`src/rtl/cdc_fifo_pkg.sv`:
```
// Shared constants and pointer helpers for the async CDC FIFO.
// Pointers carry one extra MSB beyond the address so full and empty differ.
package cdc_fifo_pkg;

  localparam int ADDR_W_DEF       = 4;
  localparam int AFULL_MARGIN_DEF = 2;

  function automatic int ptr_width(input int addr_w);
    return addr_w + 1;
  endfunction

  // Width-agnostic: callers zero-extend in and size-cast the result back.
  function automatic logic [31:0] bin2gray(input logic [31:0] bin);
    return bin ^ (bin >> 1);
  endfunction

endpackage

```
`src/rtl/gray_to_bin_conv.sv`:
```
// Combinational Gray-to-binary converter.
// Each binary bit is the XOR reduction of the Gray code shifted down by its index.
module gray_to_bin_conv #(
  parameter int SIZE = 5
) (
  input  logic [SIZE-1:0] gray,
  output logic [SIZE-1:0] bin
);

  for (genvar i = 0; i < SIZE; i++) begin : g_bit
    assign bin[i] = ^(gray >> i);
  end

endmodule

```
`src/rtl/fifo_wptr_full_ctrl.sv`:
```
// Write-side pointer/status controller for the async FIFO: Gray write pointer,
// 2-flop read-pointer synchronizer, and registered full / almost-full / level.
module fifo_wptr_full_ctrl
  import cdc_fifo_pkg::*;
#(
  parameter int ADDR_W       = ADDR_W_DEF,
  parameter int AFULL_MARGIN = AFULL_MARGIN_DEF
) (
  input  logic              clk,
  input  logic              rst,
  input  logic              winc,
  output logic              wen,
  output logic [ADDR_W-1:0] waddr,
  output logic [ADDR_W:0]   wptr_gray,
  input  logic [ADDR_W:0]   rptr_gray_async,
  output logic              wfull,
  output logic              wafull,
  output logic [ADDR_W:0]   wlevel
);

  localparam int PTR_W = ptr_width(ADDR_W);
  localparam int DEPTH = 1 << ADDR_W;
  localparam logic [PTR_W-1:0] AFULL_LVL = PTR_W'(DEPTH - AFULL_MARGIN);

  if (ADDR_W < 2) begin : g_bad_addr_w
    $error("fifo_wptr_full_ctrl: ADDR_W must be at least 2");
  end
  if (AFULL_MARGIN < 1 || AFULL_MARGIN > DEPTH - 1) begin : g_bad_margin
    $error("fifo_wptr_full_ctrl: AFULL_MARGIN out of range");
  end

  logic [PTR_W-1:0] wbin_q,   wbin_d;
  logic [PTR_W-1:0] wgray_q,  wgray_d;
  logic [PTR_W-1:0] rq1_q,    rq1_d;
  logic [PTR_W-1:0] rq2_q,    rq2_d;
  logic [PTR_W-1:0] wlevel_q, wlevel_d;
  logic             wfull_q,  wfull_d;
  logic             wafull_q, wafull_d;
  logic [PTR_W-1:0] rbin_s;
  logic [PTR_W-1:0] full_gray_s;

  gray_to_bin_conv #(
    .SIZE (PTR_W)
  ) u_rq2_g2b (
    .gray (rq2_q),
    .bin  (rbin_s)
  );

  assign wen = winc & ~wfull_q;

  always_comb begin
    rq1_d   = rptr_gray_async;
    rq2_d   = rq1_q;
    wbin_d  = wbin_q + PTR_W'(wen);
    wgray_d = PTR_W'(bin2gray(32'(wbin_d)));
    // Full when the write pointer sits one lap ahead: Gray form flips the top two bits.
    full_gray_s = {~rq2_q[ADDR_W:ADDR_W-1], rq2_q[ADDR_W-2:0]};
    wfull_d  = (wgray_d == full_gray_s);
    wlevel_d = wbin_d - rbin_s;
    wafull_d = (wlevel_d >= AFULL_LVL);
  end

  always_ff @(posedge clk) begin
    if (rst) begin
      wbin_q   <= '0;
      wgray_q  <= '0;
      rq1_q    <= '0;
      rq2_q    <= '0;
      wlevel_q <= '0;
      wfull_q  <= 1'b0;
      wafull_q <= 1'b0;
    end else begin
      wbin_q   <= wbin_d;
      wgray_q  <= wgray_d;
      rq1_q    <= rq1_d;
      rq2_q    <= rq2_d;
      wlevel_q <= wlevel_d;
      wfull_q  <= wfull_d;
      wafull_q <= wafull_d;
    end
  end

  assign waddr     = wbin_q[ADDR_W-1:0];
  assign wptr_gray = wgray_q;
  assign wlevel    = wlevel_q;
  assign wfull     = wfull_q;
  assign wafull    = wafull_q;

endmodule

```
`config.mk`:
```
export PLATFORM = sky130hd
export DESIGN_NAME = fifo_wptr_full_ctrl
export DESIGN_NICKNAME = d
export VERILOG_FILES = /design/src/rtl/cdc_fifo_pkg.sv /design/src/rtl/gray_to_bin_conv.sv /design/src/rtl/fifo_wptr_full_ctrl.sv
export SDC_FILE = /design/constraint.sdc
export NUM_CORES = 1
export LEC_CHECK = 0
export BUFFER_PORTS_ARGS = -buffer_cell sky130_fd_sc_hd__buf_2
export CAP_MARGIN = 20
export CORE_MARGIN = 10
export CORE_UTILIZATION = 50
export CTS_CLUSTER_SIZE = 14
export DETAILED_ROUTE_END_ITERATION = 7
export HOLD_SLACK_MARGIN = 0.08
export PLACE_DENSITY = 0.76
export SYNTH_ARGS = -nofsm -noshare
export SYNTH_HDL_FRONTEND = slang
export SYNTH_SLANG_ARGS = --single-unit
export TNS_END_PERCENT = 20
```
`constraint.sdc`:
```
create_clock -name clk -period 3.2 [get_ports clk]
set_input_delay 0.16 -clock clk [delete_from_list [all_inputs] [get_ports clk]]
set_output_delay 0.16 -clock clk [all_outputs]
set_load 0.02 [all_outputs]
```
; Word level (Yosys, flattened, before mapping)
; Index checks and enable logic that the tools add are counted.
; Widths: inputs -> output; s select.
[word_totals]
n_memories = 0
output_inout_bits = 17
input_bits = 8
wordCells = 20
regBits = 27
ramBits = 0
latchBits = 0
rom_bits = 0
[classes]
n_mul = 0
n_div = 0
n_eq_ne = 1
n_addsub = 2
muxes = 0
n_lt_le_gt_ge = 1
shifts = 0
bitwise_logic = 4
reduce_logical = 5
[op_table]
columns = op, n
row1 = $reduce_xor 5->1, 5
row2 = $add 5x1->5, 1
row3 = $eq 5x5->1, 1
row4 = $ge 5x4->1 const B, 1
row5 = $sub 5x5->5, 1
row6 = $xor 5x4->5, 1
row7 = $not 2->2, 1
row8 = $and 1x1->1, 1
row9 = $not 1->1, 1

; Depth between registers and ports, before layout
[logic_depth]
word_depth = 5
ltp_mapped = 11

; Hierarchy
; Synthesis repeated with hierarchy kept, for this count alone.
[hier_totals]
cells_unflattened = 103
hier_area_um2 = 1089.8
[modules_own_cells]
columns = mod, seq_area_each_um2, area_per_inst_um2, cells_each, n_inst
row1 = fifo_wptr_full_ctrl, 520.5, 1017.2, 97, 1
row2 = gray_to_bin_conv, 0.0, 72.6, 6, 1

; Worst setup path before layout
; Ideal clock, no wire load.
[synth_timing]
path_kind = register to register
start = register wfull_q (netlist: wfull)
end = register wafull_q (netlist: wafull)
path_buffers = 0
path_stages_with_launch = 10
required_ns = 3.121
setup_slack_ns = 0.277
arrival_time_ns = 2.844
path_cell_list = dfxtp_1 > nor2b_1 > ha_1 > ha_1 > xor2_2 > ha_1 > nor2b_1 > o311a_1 > or4b_1 > o211ai_1
[synth_via]
elab_chain_cells = 5
[synth_rtl]
columns = element, line_no
row1 = "start, declared", fifo_wptr_full_ctrl.sv:37  ; logic wfull_q, wfull_d;
row2 = "start signal, assigned", fifo_wptr_full_ctrl.sv:78  ; wfull_q <= wfull_d;
row3 = $not 1->1, fifo_wptr_full_ctrl.sv:49  ; assign wen = winc & ~wfull_q;
row4 = $and 1x1->1, fifo_wptr_full_ctrl.sv:49
row5 = net wen, fifo_wptr_full_ctrl.sv:12  ; output logic wen,
row6 = $add 5x1->5, fifo_wptr_full_ctrl.sv:54  ; wbin_d = wbin_q + PTR_W'(wen);
row7 = net wbin_d[2], fifo_wptr_full_ctrl.sv:32  ; logic [PTR_W-1:0] wbin_q, wbin_d;
row8 = $sub 5x5->5, fifo_wptr_full_ctrl.sv:59  ; wlevel_d = wbin_d - rbin_s;
row9 = $ge 5x4->1, fifo_wptr_full_ctrl.sv:60  ; wafull_d = (wlevel_d >= AFULL_LVL);
row10 = "end signal, assigned", fifo_wptr_full_ctrl.sv:79  ; wafull_q <= wafull_d;
row11 = "end, declared", fifo_wptr_full_ctrl.sv:38  ; logic wafull_q, wafull_d;
; The timed path passes the listed nets, and every way through them passes these cells.
; A chain may end at the register's enable or synchronous reset.

; Worst setup path after layout
[layout_timing]
start = register rq2_q[4]
end = register wafull_q (netlist: wafull)
[layout_via]
elab_chain_cells = 3
elab_cells_between_ends = 7
classes_between = add/sub: 1 / order compare: 1 / reduce/logical: 5
[layout_rtl]
columns = element, line_no
row1 = "start, declared", fifo_wptr_full_ctrl.sv:35  ; logic [PTR_W-1:0] rq2_q, rq2_d;
row2 = "start signal, assigned", fifo_wptr_full_ctrl.sv:76  ; rq2_q <= rq2_d;
row3 = $reduce_xor 5->1, gray_to_bin_conv.sv:11  ; assign bin[i] = ^(gray >> i);
row4 = $sub 5x5->5 *, fifo_wptr_full_ctrl.sv:59
row5 = $ge 5x4->1 *, fifo_wptr_full_ctrl.sv:60
; Every way passes the cells marked *; elsewhere a longest branch is shown, timed or not.

==> flow_metrics.py <==
metrics = {
    "power_and_ir_drop": {
        "vdd_drop_max_uv": 309,
        "p_seq_share_pct": 53.3,
        "power.internal_uw": 477,
        "p_leak_uw": 0.000615,
        "p_switching_uw": 201,
        "clkPwrFrac_pct": 19.5,
        "combPwrFrac_pct": 27.1,
        "power_density_nw_per_um2": 515,
        "switching_share_pct": 29.6,
    },
    "finish": {
        "fill_cells": 170,
        "nNetsFinal": 152,
        "layout_commonest_cell": "dfxtp_1",
        "antenna_cells": 0,
        "drive_gt1_share_pct": 23.5,
        "area_growth_pct": 22.4,
        "final_cell_mix": "26 x dfxtp_1, 24 x buf_2, 13 x nor2b_1, 12 x nor2_1, 8 x xnor2_1",
        "multi_input_area_sq_um": 537,
        "register_area_sq_um": 520,
    },
    "route": {
        "drt-met1-wl_microns": 827,
        "routed-wl-met2_mm": 1.01,
        "via_per_inst": 4.91,
        "remaining_drc_errors": 0,
        "first_pass_iters": 4,
        "highest_layer": "met4",
        "dr.first_iter.drc_count": 13,
        "wl_per_cell_microns": 12.5,
        "ant_nets": 0,
        "wl_mm": 2.04,
        "wl_met3_microns": 147,
        "vias": 801,
    },
    "place": {
        "portBuffers": 24,
        "dpl_worst_slack_ns": 0.0516,
        "hpwl_mm": 1.56,
        "gp_congestion": 0.756,
    },
    "setup_path": {
        "reg2reg_depth": 11,
        "crit_path_start_kind": "register",
        "r2r_end": "wafull",
        "timing.rr.start": "rq2_q[4]",
        "r2r_slack_ns": 0.19,
        "crit_path_end_kind": "register",
        "worstPathMaxFanout": 6,
        "crit_type": "register to register",
        "cp.required_ns": 3.45,
        "crit_arrival_ns": 3.26,
    },
    "timing": {
        "maxSlewViolCount": 0,
        "max_slew.worst_pin.slew_ns": 0.509,
        "setup_ws_ns": 0.186,
        "max_clock_freq_ghz": 0.332,
        "period_minus_slack_ns": 3.01,
        "rsz0062_at_grt": "no",
        "slew-limit-headroom_pct": 66.0,
        "finalSetupViolations": 0,
        "fin_setup_tns_ns": 0,
        "hold_viol_final": 0,
        "fin_worst_skew_ns": 0.00119,
        "fin_crit_sh_pct": 94.2,
    },
    "worst_hold_path": {
        "hold_depth": 2,
        "hp-class": "input pin to register",
        "hold_end": "wptr_gray[0]",
        "worstHoldStart": "rst",
    },
    "clock_tree": {
        "root_buffer": "clkbuf_4",
        "cts.htree.levels": 1,
        "cts.sinks": 26,
        "worstSkewPairLatency_ns": 0.31,
        "cts_buffers": 3,
        "cts_tree": "built",
        "cts_buffer_depth": 2,
        "clk_pin_slew_ns": 0.12,
    },
    "floorplan": {
        "placementRows": 16,
        "die_w_microns": 66.4,
        "chipHeight_microns": 66.4,
        "io_pins": 25,
        "coreArea_sq_um": 2000,
        "die_area_sq_um": 4410,
        "start_util_pct": 53.8,
    },
    "synthesis": {
        "syn_area_sq_um": 1080,
        "synth_ff_type": "dfxtp_1",
        "avgSynthCellArea_sq_um": 10.3,
        "synth_warnings": 0,
        "netlist-cell-type-count": 24,
        "ys_seq_area_share_pct": 48.4,
        "async_flop_share_pct": 0,
        "synth-seq-cells": 26,
        "syn-num-nets": 118,
        "syn-instance-count": 104,
        "synth-edff-count": 0,
    },
    "run_status": {
        "status": "finished, final reports clean",
    },
    "global_route": {
        "grt_pass1_vias": 793,
        "antenna_found_initial": 0,
        "grt_start_max_net_pins": 27,
        "grt_pass1_wl_mm": 3.32,
        "grt_overflow": 0,
        "track_usage_pct": 9.92,
    },
    "flow_run": {
        "max-cap-violations": 0,
    },
}
Yosys cell counts (2+ instances only):
cell type	n	area, sq um
dfxtp_1	26	521
nor2b_1	14	87.6
nor2_1	12	45.0
xnor2_1	8	70.1
xor2_1	6	52.6
ha_1	5	62.6
inv_1	5	18.8
o21ai_0	4	20.0
nand3_1	3	15.0
nor3_1	3	15.0
and3_1	2	12.5
clkbuf_1	2	7.51
o211ai_1	2	15.0
o311a_1	2	20.0
cell families (layout without fill, tap and decap cells):
logic type	Yosys count	in the layout	share of synthesized area, %
flip-flops	26	26	48.4
buffers and inverters	7	39	2.44
AO/OA/AOI/OAI	11	11	7.67
adder cells (fa/ha/maj)	6	6	7.67
AND/OR/NAND/NOR	38	38	18.8
XOR/XNOR	16	16	15.0
cell type report:
| class | instances | area share [%] |
|---|---|---|
| Sequential cell | 26 | 39.5 |
| Inverter | 5 | 1.42 |
| Timing Repair Buffer | 31 | 14.1 |
| Tap cell | 27 | 2.56 |
| Multi-Input combinational cell | 71 | 40.7 |
| Clock buffer | 3 | 1.71 |
through the flow:
stage | cell area, sq um | cells | hold slack, ns | utilization [%] | total power (uW)
floorplan | 1080 | 104 | 0.232 | - | 492
global placement | 1230 | 154 | 0.371 | 61.4 | 536
detailed placement | 1230 | 154 | 0.377 | 61.4 | 542
CTS | 1300 | 162 | 0.249 | 65.1 | 679
global route | 1320 | 163 | 0.275 | 65.8 | 720
finish | 1320 | 163 | 0.262 | 65.8 | 678
registers in the layout (all words and copies together), names as in the netlist:
signal     count
wfull          1
rq2_q          5
rq1_q          5
wbin_q         5
wlevel         5
wptr_gray      4
wafull         1
worst max-delay path, cell delays in order (launching register included):
cell and delay [ns]:
dfxtp_1 0.43, xor2_1 0.26, xnor2_1 0.20, xor2_1 0.24, xnor2_1 0.12, ha_1 0.23
fa_1 0.43, nor2b_4 0.18, o21ai_0 0.10, o311a_1 0.14, or4b_1 0.53, o211ai_1 0.10
power groups by stage:
stage | clock network [uW] | registers, uW | logic [uW]
2_1_floorplan | 0 | 400 | 91.6
3_5_place_dp | 0 | 370 | 173
4_1_cts | 139 | 362 | 177
5_1_grt | 151 | 365 | 204
3_3_place_gp | 0 | 368 | 168
6_report | 132 | 362 | 184
worst max-delay path by stage:
stage | from | endpoint | slack (ns) | depth (start not counted)
6_report | rq2_q[4] | wafull | 0.19 | 11
5_1_grt | rq2_q[4] | wafull | 0.03 | 11
4_1_cts | rq2_q[4] | wafull | 0.02 | 11
3_5_place_dp | rq2_q[4] | wafull | 0.05 | 11
3_3_place_gp | rq2_q[4] | wafull | 0.25 | 11
2_1_floorplan | wfull | wafull | 0.28 | 9
timing repair:
item | in CTS | in global routing
endpoints found under the setup margin | 0 | 2
hold buffers | 5 | 0
hold endpoints to repair | 5 | 0
buffers inserted | 0 | 1
gates resized for setup | 0 | 2
metal layers:
metal	global-route usage (%)	vias up
met3	3.73	4
met2	16.9	18
met4	7.07	0
li1	-	411
met1	9.67	368
met5	0	-
No activity file was read; power rests on OpenSTA's default activity.
